===== src/rtl/vx_sched_watchdog_pkg.sv =====
// Shared types and helpers for the warp-scheduler watchdog: error codes,
// barrier FSM states and the error arbitration priority encoder.
package vx_sched_watchdog_pkg;

  localparam int unsigned NUM_ERR = 6;

  typedef enum logic [2:0] {
    ERR_NONE          = 3'd0,
    ERR_SPAWN_MULTI   = 3'd1,
    ERR_BAR_DUP       = 3'd2,
    ERR_BAR_SIZE      = 3'd3,
    ERR_BAR_INACTIVE  = 3'd4,
    ERR_BAR_TIMEOUT   = 3'd5,
    ERR_STALL_TIMEOUT = 3'd6
  } err_code_e;

  typedef enum logic [1:0] {
    BAR_IDLE = 2'd0,
    BAR_WAIT = 2'd1,
    BAR_DONE = 2'd2
  } bar_state_e;

  typedef struct packed {
    logic timeout;
    logic inactive;
    logic size;
    logic dup;
  } bar_err_t;

  function automatic int unsigned idx_width(input int unsigned n);
    return (n > 1) ? $clog2(n) : 1;
  endfunction

  // Lowest set bit wins; bit i stands for error code i+1.
  function automatic err_code_e prio_encode(input logic [NUM_ERR-1:0] codes);
    err_code_e code;
    logic      found;
    code  = ERR_NONE;
    found = 1'b0;
    for (int unsigned i = 0; i < NUM_ERR; i++) begin
      if (codes[i] && !found) begin
        code  = err_code_e'(3'(i + 1));
        found = 1'b1;
      end
    end
    return code;
  endfunction

  function automatic logic bar_hit(input bar_err_t e, input err_code_e c);
    case (c)
      ERR_BAR_DUP:      return e.dup;
      ERR_BAR_SIZE:     return e.size;
      ERR_BAR_INACTIVE: return e.inactive;
      ERR_BAR_TIMEOUT:  return e.timeout;
      default:          return 1'b0;
    endcase
  endfunction

endpackage


===== src/rtl/vx_sched_watchdog_if.sv =====
// Warp-control command bundle observed by the watchdog.
interface vx_sched_watchdog_if #(
  parameter int unsigned NUM_WARPS    = 4,
  parameter int unsigned NUM_BARRIERS = 4
);
  localparam int unsigned NW_WIDTH = vx_sched_watchdog_pkg::idx_width(NUM_WARPS);
  localparam int unsigned NB_WIDTH = vx_sched_watchdog_pkg::idx_width(NUM_BARRIERS);

  logic                wctl_valid;
  logic                wspawn_valid;
  logic                bar_valid;
  logic [NB_WIDTH-1:0] bar_id;
  logic [NW_WIDTH-1:0] bar_wid;
  logic [NW_WIDTH-1:0] bar_size_m1;

  modport master (
    output wctl_valid, wspawn_valid, bar_valid, bar_id, bar_wid, bar_size_m1
  );

  modport slave (
    input  wctl_valid, wspawn_valid, bar_valid, bar_id, bar_wid, bar_size_m1
  );
endinterface


===== src/rtl/vx_sched_watchdog_bar_tracker.sv =====
// One barrier: tracks arrived warps, participant count and open time, and
// flags duplicate, size-mismatch, inactive-warp and timeout violations.
module vx_sched_watchdog_bar_tracker
  import vx_sched_watchdog_pkg::*;
#(
  parameter  int unsigned NUM_WARPS   = 4,
  parameter  int unsigned BAR_TIMEOUT = 4096,
  localparam int unsigned NW_WIDTH    = idx_width(NUM_WARPS)
) (
  input  logic                i_clk,
  input  logic                i_reset,
  input  logic                i_enable,
  input  logic                i_arrive,
  input  logic                i_inactive,
  input  logic [NW_WIDTH-1:0] i_wid,
  input  logic [NW_WIDTH-1:0] i_size_m1,
  output bar_err_t            o_err,
  output logic [NW_WIDTH-1:0] o_wid
);

  localparam int unsigned CW = NW_WIDTH + 1;
  localparam int unsigned TW = idx_width(BAR_TIMEOUT);

  bar_state_e           r_state;
  logic [NUM_WARPS-1:0] r_mask;
  logic [CW-1:0]        r_cnt;
  logic [NW_WIDTH-1:0]  r_size;
  logic [TW-1:0]        r_timer;

  logic [NUM_WARPS-1:0] w_onehot;
  logic                 w_in_wait;
  logic                 w_counted;
  logic                 w_complete;
  logic                 w_timeout;

  always_comb begin
    w_onehot        = '0;
    w_onehot[i_wid] = 1'b1;
  end

  assign w_in_wait  = (r_state == BAR_WAIT);
  assign w_counted  = w_in_wait & i_arrive & ~r_mask[i_wid];
  // A completing arrival suppresses a timeout due on the same cycle.
  assign w_complete = w_counted & (r_cnt == {1'b0, r_size});
  assign w_timeout  = i_enable & w_in_wait & (r_timer == TW'(BAR_TIMEOUT - 1)) & ~w_complete;

  always_comb begin
    o_err          = '0;
    o_err.dup      = w_in_wait & i_arrive & r_mask[i_wid];
    o_err.size     = w_in_wait & i_arrive & (i_size_m1 != r_size);
    o_err.inactive = i_arrive & i_inactive;
    o_err.timeout  = w_timeout;
    o_wid          = i_arrive ? i_wid : '0;
  end

  always_ff @(posedge i_clk) begin
    if (i_reset) begin
      r_state <= BAR_IDLE;
      r_mask  <= '0;
      r_cnt   <= '0;
      r_size  <= '0;
      r_timer <= '0;
    end else if (i_enable) begin
      case (r_state)
        BAR_IDLE: begin
          if (i_arrive) begin
            r_mask  <= w_onehot;
            r_cnt   <= CW'(1);
            r_size  <= i_size_m1;
            r_timer <= '0;
            r_state <= (i_size_m1 == '0) ? BAR_DONE : BAR_WAIT;
          end
        end
        BAR_WAIT: begin
          r_timer <= r_timer + TW'(1);
          if (w_counted) begin
            r_mask <= r_mask | w_onehot;
            r_cnt  <= r_cnt + CW'(1);
          end
          if (w_complete) begin
            r_state <= BAR_DONE;
          end else if (w_timeout) begin
            r_state <= BAR_IDLE;
            r_mask  <= '0;
            r_cnt   <= '0;
          end
        end
        BAR_DONE: begin
          r_state <= BAR_IDLE;
          r_mask  <= '0;
          r_cnt   <= '0;
        end
        default: r_state <= BAR_IDLE;
      endcase
    end
  end

endmodule


===== src/rtl/vx_sched_watchdog.sv =====
// Passive runtime monitor beside the warp scheduler: checks wspawn legality,
// barrier protocol and per-warp stall duration, reporting registered errors.
module vx_sched_watchdog
  import vx_sched_watchdog_pkg::*;
#(
  parameter  int unsigned NUM_WARPS     = 4,
  parameter  int unsigned NUM_BARRIERS  = 4,
  parameter  int unsigned STALL_TIMEOUT = 1024,
  parameter  int unsigned BAR_TIMEOUT   = 4096,
  parameter  int unsigned ERR_CNT_W     = 16,
  localparam int unsigned NW_WIDTH      = idx_width(NUM_WARPS),
  localparam int unsigned NB_WIDTH      = idx_width(NUM_BARRIERS)
) (
  input  logic                 i_clk,
  input  logic                 i_reset,
  input  logic                 i_enable,
  vx_sched_watchdog_if.slave   i_wctl,
  input  logic [NUM_WARPS-1:0] i_active_warps,
  input  logic [NUM_WARPS-1:0] i_stalled_warps,
  input  logic                 i_clear_errs,
  output logic                 o_err_valid,
  output logic [2:0]           o_err_code,
  output logic [NW_WIDTH-1:0]  o_err_wid,
  output logic [NB_WIDTH-1:0]  o_err_bar_id,
  output logic [NUM_ERR-1:0]   o_err_sticky,
  output logic [ERR_CNT_W-1:0] o_err_count
);

  localparam int unsigned SW = $clog2(STALL_TIMEOUT + 1);

  logic                 w_cmd;
  logic                 w_spawn_err;
  logic                 w_arrive;
  logic                 w_inactive;
  bar_err_t             w_bar_err [NUM_BARRIERS];
  logic [NW_WIDTH-1:0]  w_bar_wid [NUM_BARRIERS];
  logic [NUM_WARPS-1:0] w_stall_err;
  logic [NUM_ERR-1:0]   w_codes;
  err_code_e            w_code;
  logic [NW_WIDTH-1:0]  w_sel_wid;
  logic [NB_WIDTH-1:0]  w_sel_bid;
  logic                 w_found;

  logic [SW-1:0]        r_stall_cnt [NUM_WARPS];
  logic [NUM_WARPS-1:0] r_stall_rep;

  logic                 r_err_valid;
  logic [2:0]           r_err_code;
  logic [NW_WIDTH-1:0]  r_err_wid;
  logic [NB_WIDTH-1:0]  r_err_bar_id;
  logic [NUM_ERR-1:0]   r_err_sticky;
  logic [ERR_CNT_W-1:0] r_err_count;

  assign w_cmd       = i_enable & i_wctl.wctl_valid;
  assign w_spawn_err = w_cmd & i_wctl.wspawn_valid & ($countones(i_active_warps) != 1);
  assign w_arrive    = w_cmd & i_wctl.bar_valid;
  assign w_inactive  = ~i_active_warps[i_wctl.bar_wid];

  for (genvar b = 0; b < NUM_BARRIERS; b++) begin : g_bar
    vx_sched_watchdog_bar_tracker #(
      .NUM_WARPS   (NUM_WARPS),
      .BAR_TIMEOUT (BAR_TIMEOUT)
    ) u_bar (
      .i_clk      (i_clk),
      .i_reset    (i_reset),
      .i_enable   (i_enable),
      .i_arrive   (w_arrive & (i_wctl.bar_id == NB_WIDTH'(b))),
      .i_inactive (w_inactive),
      .i_wid      (i_wctl.bar_wid),
      .i_size_m1  (i_wctl.bar_size_m1),
      .o_err      (w_bar_err[b]),
      .o_wid      (w_bar_wid[b])
    );
  end

  always_comb begin
    w_stall_err = '0;
    for (int unsigned w = 0; w < NUM_WARPS; w++) begin
      w_stall_err[w] = i_enable & (r_stall_cnt[w] == SW'(STALL_TIMEOUT)) & ~r_stall_rep[w];
    end
  end

  // Counter saturates so a long stall reports once; dropping the stall re-arms it.
  always_ff @(posedge i_clk) begin
    if (i_reset) begin
      r_stall_cnt <= '{default: '0};
      r_stall_rep <= '0;
    end else if (i_enable) begin
      for (int unsigned w = 0; w < NUM_WARPS; w++) begin
        if (i_stalled_warps[w]) begin
          if (r_stall_cnt[w] != SW'(STALL_TIMEOUT)) begin
            r_stall_cnt[w] <= r_stall_cnt[w] + SW'(1);
          end
          if (w_stall_err[w]) begin
            r_stall_rep[w] <= 1'b1;
          end
        end else begin
          r_stall_cnt[w] <= '0;
          r_stall_rep[w] <= 1'b0;
        end
      end
    end
  end

  always_comb begin
    w_codes    = '0;
    w_codes[0] = w_spawn_err;
    for (int unsigned b = 0; b < NUM_BARRIERS; b++) begin
      w_codes[1] = w_codes[1] | w_bar_err[b].dup;
      w_codes[2] = w_codes[2] | w_bar_err[b].size;
      w_codes[3] = w_codes[3] | w_bar_err[b].inactive;
      w_codes[4] = w_codes[4] | w_bar_err[b].timeout;
    end
    w_codes[5] = |w_stall_err;
  end

  always_comb begin
    w_code    = prio_encode(w_codes);
    w_sel_wid = '0;
    w_sel_bid = '0;
    w_found   = 1'b0;
    case (w_code)
      ERR_BAR_DUP, ERR_BAR_SIZE, ERR_BAR_INACTIVE, ERR_BAR_TIMEOUT: begin
        for (int unsigned b = 0; b < NUM_BARRIERS; b++) begin
          if (!w_found && bar_hit(w_bar_err[b], w_code)) begin
            w_found   = 1'b1;
            w_sel_bid = NB_WIDTH'(b);
            w_sel_wid = (w_code == ERR_BAR_TIMEOUT) ? '0 : w_bar_wid[b];
          end
        end
      end
      ERR_STALL_TIMEOUT: begin
        for (int unsigned w = 0; w < NUM_WARPS; w++) begin
          if (!w_found && w_stall_err[w]) begin
            w_found   = 1'b1;
            w_sel_wid = NW_WIDTH'(w);
          end
        end
      end
      default: ;
    endcase
  end

  always_ff @(posedge i_clk) begin
    if (i_reset) begin
      r_err_valid  <= 1'b0;
      r_err_code   <= '0;
      r_err_wid    <= '0;
      r_err_bar_id <= '0;
      r_err_sticky <= '0;
      r_err_count  <= '0;
    end else begin
      r_err_valid  <= |w_codes;
      r_err_code   <= w_code;
      r_err_wid    <= w_sel_wid;
      r_err_bar_id <= w_sel_bid;
      if (i_clear_errs) begin
        r_err_sticky <= w_codes;
        r_err_count  <= (|w_codes) ? ERR_CNT_W'(1) : '0;
      end else begin
        r_err_sticky <= r_err_sticky | w_codes;
        if ((|w_codes) && (r_err_count != '1)) begin
          r_err_count <= r_err_count + ERR_CNT_W'(1);
        end
      end
    end
  end

  assign o_err_valid  = r_err_valid;
  assign o_err_code   = r_err_code;
  assign o_err_wid    = r_err_wid;
  assign o_err_bar_id = r_err_bar_id;
  assign o_err_sticky = r_err_sticky;
  assign o_err_count  = r_err_count;

endmodule

===== src/flat_wrapper.sv =====
// flat-port wrapper written by rule: the top's interface ports become plain ports
module vx_sched_watchdog_flat import vx_sched_watchdog_pkg::*;
#(
  parameter  int unsigned NUM_WARPS     = 4,
  parameter  int unsigned NUM_BARRIERS  = 4,
  parameter  int unsigned STALL_TIMEOUT = 1024,
  parameter  int unsigned BAR_TIMEOUT   = 4096,
  parameter  int unsigned ERR_CNT_W     = 16,
  localparam int unsigned NW_WIDTH      = idx_width(NUM_WARPS),
  localparam int unsigned NB_WIDTH      = idx_width(NUM_BARRIERS)
)
  (i_clk, i_reset, i_enable, i_active_warps, i_stalled_warps, i_clear_errs, o_err_valid, o_err_code, o_err_wid, o_err_bar_id, o_err_sticky, o_err_count, i_wctl_wctl_valid, i_wctl_wspawn_valid, i_wctl_bar_valid, i_wctl_bar_id, i_wctl_bar_wid, i_wctl_bar_size_m1);
  vx_sched_watchdog_if #(.NUM_WARPS(NUM_WARPS), .NUM_BARRIERS(NUM_BARRIERS)) i_wctl_i ();
  input  logic i_clk;
  input  logic i_reset;
  input  logic i_enable;
  input  logic [NUM_WARPS-1:0] i_active_warps;
  input  logic [NUM_WARPS-1:0] i_stalled_warps;
  input  logic i_clear_errs;
  output logic o_err_valid;
  output logic [2:0] o_err_code;
  output logic [NW_WIDTH-1:0] o_err_wid;
  output logic [NB_WIDTH-1:0] o_err_bar_id;
  output logic [NUM_ERR-1:0] o_err_sticky;
  output logic [ERR_CNT_W-1:0] o_err_count;
  input wire logic [$bits(i_wctl_i.wctl_valid)-1:0] i_wctl_wctl_valid;
  input wire logic [$bits(i_wctl_i.wspawn_valid)-1:0] i_wctl_wspawn_valid;
  input wire logic [$bits(i_wctl_i.bar_valid)-1:0] i_wctl_bar_valid;
  input wire logic [$bits(i_wctl_i.bar_id)-1:0] i_wctl_bar_id;
  input wire logic [$bits(i_wctl_i.bar_wid)-1:0] i_wctl_bar_wid;
  input wire logic [$bits(i_wctl_i.bar_size_m1)-1:0] i_wctl_bar_size_m1;
  assign i_wctl_i.wctl_valid = i_wctl_wctl_valid;
  assign i_wctl_i.wspawn_valid = i_wctl_wspawn_valid;
  assign i_wctl_i.bar_valid = i_wctl_bar_valid;
  assign i_wctl_i.bar_id = i_wctl_bar_id;
  assign i_wctl_i.bar_wid = i_wctl_bar_wid;
  assign i_wctl_i.bar_size_m1 = i_wctl_bar_size_m1;
  vx_sched_watchdog #(.NUM_WARPS(NUM_WARPS), .NUM_BARRIERS(NUM_BARRIERS), .STALL_TIMEOUT(STALL_TIMEOUT), .BAR_TIMEOUT(BAR_TIMEOUT), .ERR_CNT_W(ERR_CNT_W)) u_core (.i_clk(i_clk), .i_reset(i_reset), .i_enable(i_enable), .i_wctl(i_wctl_i), .i_active_warps(i_active_warps), .i_stalled_warps(i_stalled_warps), .i_clear_errs(i_clear_errs), .o_err_valid(o_err_valid), .o_err_code(o_err_code), .o_err_wid(o_err_wid), .o_err_bar_id(o_err_bar_id), .o_err_sticky(o_err_sticky), .o_err_count(o_err_count));
endmodule

===== config.mk =====
export PLATFORM = sky130hd
export DESIGN_NAME = vx_sched_watchdog_flat
export DESIGN_NICKNAME = d
export VERILOG_FILES = /design/src/rtl/vx_sched_watchdog_pkg.sv /design/src/rtl/vx_sched_watchdog_if.sv /design/src/rtl/vx_sched_watchdog_bar_tracker.sv /design/src/rtl/vx_sched_watchdog.sv /design/src/flat_wrapper.sv
export SDC_FILE = /design/constraint.sdc
export NUM_CORES = 1
export LEC_CHECK = 0
export ABC_CLOCK_PERIOD_IN_PS = 3300
export BUFFER_PORTS_ARGS = -buffer_cell sky130_fd_sc_hd__buf_2
export CORE_MARGIN = 1
export CORE_UTILIZATION = 61
export DETAILED_ROUTE_END_ITERATION = 8
export PLACE_DENSITY = 0.91
export SETUP_SLACK_MARGIN = 0.05
export SYNTH_ARGS = -nofsm -noshare
export SYNTH_HDL_FRONTEND = slang
export SYNTH_SLANG_ARGS = --single-unit

===== constraint.sdc =====
create_clock -name i_clk -period 3.3 [get_ports i_clk]
set_input_delay 0.165 -clock i_clk [delete_from_list [all_inputs] [get_ports i_clk]]
set_output_delay 0.165 -clock i_clk [all_outputs]
set_load 0.05 [all_outputs]

==> run metrics, run 1 <==
status=completed; Final nets=1,160; GP Congestion=about 0.99; FF-to-FF path depth=10; Area Overhead vs Synth=12.39%; Ys Warns=0; Clk pwr share=46.4%; # IOs=51; CP startpoint kind=register; Die X=121.6 um; pin slew with the least headroom to its limit=~1.1 ns; total vias in the final route=8,083; Logic pwr share=7.0%; Placed Cells=approximately 1.3k; Final Hold Vio Count=0; pin count of the biggest net entering global routing=67; Finished Layout Cells=roughly 1.3k; kind of critical path=reg -> reg; CTS H-tree lvls=4; Psw=1.031 mW; CP Capture Point=u_core.o_err_count[15]; vias in the first global route=7,325; Final Setup Violations=0; post-DR wirelength/cell=roughly 16 um; CTS tree=built; syn nets=between 1k and 1.5k; async set-or-reset flop fraction in the synthesized netlist=0%; critical path cell sequence=inv_1 > ha_1 > inv_1 > a2111oi_1 > a2111oi_4 > nand4_1 > o31ai_4 > buf_4 > or3_1 > a21oi_1; Tot GR Track Use=between 20% and 30%; DR vias/cell=between 6 and 7; PortBufs=50; Crit-path slowest cell=a2111oi_1; Total Wirelength=around 21,000 um; Sw Ratio=~23%; Remaining Overflow, GRT=0; initial core utilization=between 60 and 70%; Overall Power=between 4 and 5 mW; Int Power=3.456 mW; max cap viols=0; Setup crit end kind=register; Root Buffer=clkbuf_16; cell mode on critical path=inv_1; CP Max Fanout=13; clock slew at reported path FFs=around 0.060 ns; Gate Count Post-Synth=between 1k and 1.5k; minimum clock period=~2.9 ns; DRC viols=0; row count=43; Max VDD drop=around 0.00036 V; final period utilization=89.37%; core area=between 0.01 and 0.015 mm2; CP Depth=10; Worst-Skew Late Latency=~0.44 ns; post-CTS setup buffer count=0; first-pass GRT wire length=~34,000 um; ys flop type=dfxtp_1; R2R Setup Slk=roughly 0.35 ns; Max-slew headroom=around 28%; critical path's top delay family=compound AO/OA/AOI/OAI gates; Die Span Y=~120 um; arrival time worst endpoint=between 3 and 4 ns; sequential fraction of the synthesis area=between 30% and 40%; Seq pwr share=between 40% and 50%; Post-Route Setup TNS=0 ns; number of synthesized flops with an enable pin=0; synthesized area=a little under 0.009 mm2; CTS buffer count=17; DP HPWL=around 14,000 um; static leakage=3.763 nW; end of the worst register-to-register path=u_core.o_err_count[15]; CTS Hold Bufs=0; share of layout cells above drive strength 1=10.14%; reg-to-reg critical path startpoint=u_core.g_bar[2].u_bar.r_state[1]; Die ar.=between 0.01 and 0.015 mm2; #FFs+latches synth=between 150 and 200; critical path launch point=u_core.g_bar[2].u_bar.r_state[1]; DR pass1 iterations=6; initial antenna violation count=1; Power Dens Cells=about 460 mW/mm2; Hold Crit Class=in -> reg; largest stage delay on the critical path=0.70 ns; initial drt markers=955; Gates resized, CTS repair=0; Clock Sinks=170; WP buf/inv=3; synth unique cells=73; Max Buffers Root-to-Sink=2; final number of max-transition violations=0; CP required=between 3 and 4 ns; Syn Area/Cell=about 8.3 um2; FMAX=between 300 and 400 MHz; RSZ-0062 raised after global routing=false; Post-DRT Antenna Nets=0; clock skew=0.006521 ns
area by class of cell:
| class | instances | area, um2 |
|---|---|---|
| diodes | 1 | 2.502 |
| clock buffers | 25 | 505.5 |
| clock inverters | 6 | 110.1 |
| fillers | 1038 | 4126 |
| inverters | 37 | 138.9 |
| multi-input cells | 811 | 5060 |
| flip-flops and latches | 170 | 3403 |
| well taps | 180 | 225.2 |
| repair buffers | 65 | 362.8 |
layer usage:
metal  wire [um]  track usage (%)  part of all wire [%]
met1        9055            39.35                    44
met3        1711            5.571                   8.3
met2        9292            44.74                    45
met4         658            14.43                   3.2
met5           0                0                     0
synth_stat cells, types with 3 or more instances:
cell type | number | area [um2]
a21boi_1 | 4 | 30.03
a21oi_1 | 61 | 305.3
a22oi_1 | 18 | 135.1
a31oi_1 | 4 | 25.02
a32oi_1 | 6 | 52.55
a41o_1 | 4 | 40.04
and2_1 | 8 | 50.05
and3_1 | 22 | 137.6
buf_2 | 7 | 35.03
clkbuf_1 | 21 | 78.83
dfxtp_1 | 170 | 3403
ha_1 | 36 | 450.4
inv_1 | 35 | 131.4
mux2i_1 | 12 | 120.1
mux4_2 | 5 | 112.6
nand2_1 | 106 | 397.9
nand2b_1 | 7 | 43.79
nand3_1 | 42 | 210.2
nand3b_1 | 7 | 52.55
nand4_1 | 42 | 262.8
nor2_1 | 156 | 585.6
nor2b_1 | 7 | 43.79
nor3_1 | 18 | 90.09
nor4_1 | 10 | 62.56
nor4bb_1 | 3 | 30.03
o2111a_1 | 3 | 33.78
o2111ai_1 | 3 | 26.28
o211ai_1 | 4 | 30.03
o21ai_0 | 32 | 160.2
o21ai_1 | 23 | 115.1
o22ai_1 | 3 | 18.77
o41ai_1 | 3 | 26.28
or2_2 | 4 | 25.02
or3_1 | 32 | 200.2
xnor2_1 | 32 | 280.3
xor2_1 | 48 | 420.4
cell usage in the layout (no fill, tap or decap), types with 23 or more instances in the layout:
cell type / synthesis / layout
buf_2: 7 / 50
o21ai_0: 32 / 32
a21oi_1: 61 / 61
ha_1: 36 / 36
or3_1: 32 / 32
nand3_1: 42 / 42
nand4_1: 42 / 42
nand2_1: 106 / 106
nor2_1: 156 / 156
dfxtp_1: 170 / 170
inv_1: 35 / 35
xnor2_1: 32 / 32
o21ai_1: 23 / 23
xor2_1: 48 / 48
flip-flops by register name, summed over array words and instances, names as in the netlist, 3 cells and up:
signal	flops
u_core.o_err_count	16
u_core.r_stall_rep	4
u_core.o_err_sticky	6
u_core.g_bar.u_bar.r_timer	48
u_core.g_bar.u_bar.r_mask	16
u_core.o_err_code	3
u_core.g_bar.u_bar.r_state	8
u_core.r_stall_cnt	44
u_core.g_bar.u_bar.r_size	8
u_core.g_bar.u_bar.r_cnt	12
cells by family after synthesis:
group / count (synthesis) / synth area share (%)
AO/OA/AOI/OAI: 195 / 14.87
XOR/XNOR: 80 / 8.029
adder cells (fa/ha/maj): 37 / 5.391
buffers and inverters: 66 / 3.025
flip-flops: 170 / 39.00
multiplexers: 17 / 2.667
AND/OR/NAND/NOR: 482 / 27.02
power by group through the flow:
stage	clock [mW]	sequential, mW	combinational [mW]
3_3_place_gp	0	2.13	0.297
3_5_place_dp	0	2.14	0.303
2_1_floorplan	0	2.14	0.205
4_1_cts	2.09	2.09	0.308
5_1_grt	2.17	2.09	0.343
6_report	2.08	2.09	0.315
metrics by stage:
stage                     setup WS [ns]  hold slack, ns  area (um2)  utilization, %
after floorplan                  0.8959          0.3193        8727               -
after global placement           0.5629          0.4527        9190           65.95
after global routing             0.2069         0.01857        9808           70.39
after CTS                        0.4154         0.01301        9806           70.37
final                            0.3509         0.03451        9808           70.39
after detailed placement         0.4401          0.4548        9190           65.95
worst min-delay path: cells and delay by family:
kind	cells	cell delay [ns]
AOI/OAI and AO/OA	1	0.06
buffers and inverters	1	0.13
and+or+nand+nor	1	0.07
worst min path at each step:
stage,from,end,slack [ns],cells past startpoint
detailed placement,u_core.o_err_sticky[1],u_core.o_err_sticky[1],0.45,2
CTS,i_stalled_warps[3],u_core.r_stall_cnt[1],0.01,3
floorplan,i_stalled_warps[3],u_core.r_stall_cnt[1],0.32,2
global route,i_stalled_warps[3],u_core.r_stall_cnt[1],0.02,3
finish,i_stalled_warps[3],u_core.r_stall_cnt[1],0.03,3
global placement,u_core.o_err_sticky[1],u_core.o_err_sticky[1],0.45,2
Power figures use the tool's default switching activity.
==> run 2: changes to the inputs <==
--- a/config.mk
+++ b/config.mk
@@ -6,7 +6,7 @@
 export NUM_CORES = 1
 export LEC_CHECK = 0
 export ABC_CLOCK_PERIOD_IN_PS = 3300
-export BUFFER_PORTS_ARGS = -buffer_cell sky130_fd_sc_hd__buf_2
+export BUFFER_PORTS_ARGS = -buffer_cell sky130_fd_sc_hd__clkbuf_2
 export CORE_MARGIN = 1
 export CORE_UTILIZATION = 61
 export DETAILED_ROUTE_END_ITERATION = 8
==> run 2 against run 1 <==
Compared with the run above:
- non-clock buffer count is 5 lower
- setup slack worse by 0.076 ns
- utilization is 0.24 points lower
- sequential power hardly changed
- power is 1.1% higher
- clock-buffer cell count is 8 lower
- maximum frequency is 2.5% lower
- flip-flop and latch count stayed put
- design area is 0.34% lower
- critical path type unchanged
==> run metrics, run 2 (synthesis results as in run 1) <==
status=completed; Tot GR Track Use=30.23% (+1.0 points); max FFs per register=48 (unchanged); clock slew at reported path FFs=0.07 ns (about the same); DP HPWL=14,340 um (+0.98%); Die X=121.6 um (unchanged); post-route design area=0.009774 mm2 (-0.34%); final core occ=70.14% (-0.24 points); Max VDD drop=0.0003931 V (+8.6%); Clock Sinks=170 (unchanged); Post-Route Setup TNS=0 ns (unchanged); initial antenna violation count=0 (-1); Max Buffers Root-to-Sink=2 (unchanged); hold slack final=0.008150 ns (-0.02636 ns); Die Span Y=121.6 um (unchanged); CP required=3.67 ns (about the same); Root Buffer=clkbuf_16; max cap viols=0 (unchanged); Placed Area=0.009153 mm2 (-0.41%); most common cell after layout, fill and taps aside=dfxtp_1; biggest regs=u_core.g_bar.u_bar.r_timer x48, u_core.r_stall_cnt x44; Remaining Overflow, GRT=0 (unchanged); CTS buffer count=17 (unchanged); GP Congestion=0.9521 (-3.8%); CTS H-tree lvls=4 (unchanged); Die ar.=0.01479 mm2 (unchanged); Final Setup Violations=0 (unchanged); CP Max Fanout=28 (+15); PortBufs=50 (unchanged); post-DR wirelength/cell=16.75 um (+4.7%); DR vias/cell=6.308 (+1.1%); initial core utilization=62.63% (unchanged); CTS Hold Bufs=0 (unchanged); Post-DRT Antenna Nets=0 (unchanged); most frequent cells in the layout=170 x dfxtp_1, 156 x nor2_1, 106 x nand2_1; Hold Crit Class=in -> reg; post-place setup slack=0.3998 ns (-0.04027 ns); Final nets=1,155 (-0.43%); FMAX=330.6 MHz (-2.5%); share of layout cells above drive strength 1=10.01% (-0.13 points); Area Overhead vs Synth=12.00%; post-route setup slack=0.2750 ns (-0.07592 ns); Gates resized, CTS repair=0 (unchanged); clock skew=0.006542 ns (+0.00002101 ns); ANT cells=0 (-1); DR pass1 iterations=7 (+1); vias in the first global route=7,594 (+3.7%); final number of max-transition violations=0 (unchanged); first-pass GRT wire length=35,610 um (+3.5%); total vias in the final route=8,131 (+0.59%); Worst-Skew Late Latency=0.44 ns (about the same); DRC viols=0 (unchanged); RSZ-0062 raised after global routing=false; Power Dens Cells=464.0 mW/mm2 (+1.4%); kind of critical path=reg -> reg; Finished Layout Cells=1,289 (-0.46%); FILL cells=978 (-5.8%); Placed Cells=1,258 (-0.40%); initial drt markers=768 (-20%); static leakage=3.725 nW (-1.0%); CP startpoint kind=register; Setup crit end kind=register; post-CTS setup buffer count=0 (unchanged); Reg with most FFs=u_core.g_bar.u_bar.r_timer; Total Wirelength=21,590 um (+4.2%); Overall Power=4.535 mW (+1.1%); # IOs=51 (unchanged); pin count of the biggest net entering global routing=67 (unchanged); Max-slew headroom=46.84% (+19 points); pin slew with the least headroom to its limit=0.7957 ns (-0.2632 ns); final period utilization=91.67% (+2.3 points); Final Hold Vio Count=0 (unchanged); CTS tree=built; minimum clock period=3.025 ns (+0.07592 ns); arrival time worst endpoint=3.39 ns (+0.08 ns); core area=0.01393 mm2 (unchanged); row count=43 (unchanged)
run 2: cell types whose count changed in the layout (fill, tap and decap cells not counted), sizes merged:
cell and change:
diode -1, clkbuf +42, buf -55, bufinv +1, inv +3, clkinv +4
run 2: final timing paths:
| check | from | end | slack (ns) | depth (start not counted) |
|---|---|---|---|---|
| setup reg to reg | u_core.g_bar[2].u_bar.r_state[1] | u_core.o_err_count[9] | 0.27 | 10 |
| hold / removal | i_stalled_warps[3] | u_core.r_stall_cnt[1] | 0.008 | 3 |
| setup / recovery | u_core.g_bar[2].u_bar.r_state[1] | u_core.o_err_count[9] | 0.27 | 10 |
| hold reg to reg | u_core.g_bar[2].u_bar.r_mask[3] | u_core.g_bar[2].u_bar.r_mask[3] | 0.48 | 2 |
run 2: power breakdown:
part           internal (mW)  switching, mW
combinational         0.0962          0.219
sequential              2.07         0.0193
clock                   1.27          0.861
total                   3.44           1.10
run 2: worst max-delay path, cell delays in order (launching register included):
cell	delay, ns
dfxtp_1	0.33
inv_1	0.13
ha_1	0.45
inv_1	0.14
a2111oi_1	0.64
a2111oi_4	0.12
nand4_1	0.22
o31ai_4	0.07
buf_4	0.22
or4_1	0.48
a21oi_1	0.14
run 2: routing by layer:
| metal | vias to the layer above | global-route usage (%) | wire length [um] |
|---|---|---|---|
| li1 | 3821 | - | - |
| met1 | 3814 | 38.85 | 9026 |
| met2 | 433 | 48.37 | 10120 |
| met3 | 63 | 6.273 | 1814 |
| met4 | 0 | 14.66 | 627 |
| met5 | - | 0 | 0 |
run 2: area by class of cell:
class	count	area, um2	area share [%]
Tap cell	180	225.2	2.304
Multi-Input combinational cell	811	5060	51.77
Inverter	37	138.9	1.421
Clock buffer	17	425.4	4.352
Timing Repair Buffer	60	325.3	3.328
Sequential cell	170	3403	34.82
Clock inverter	14	196.4	2.010
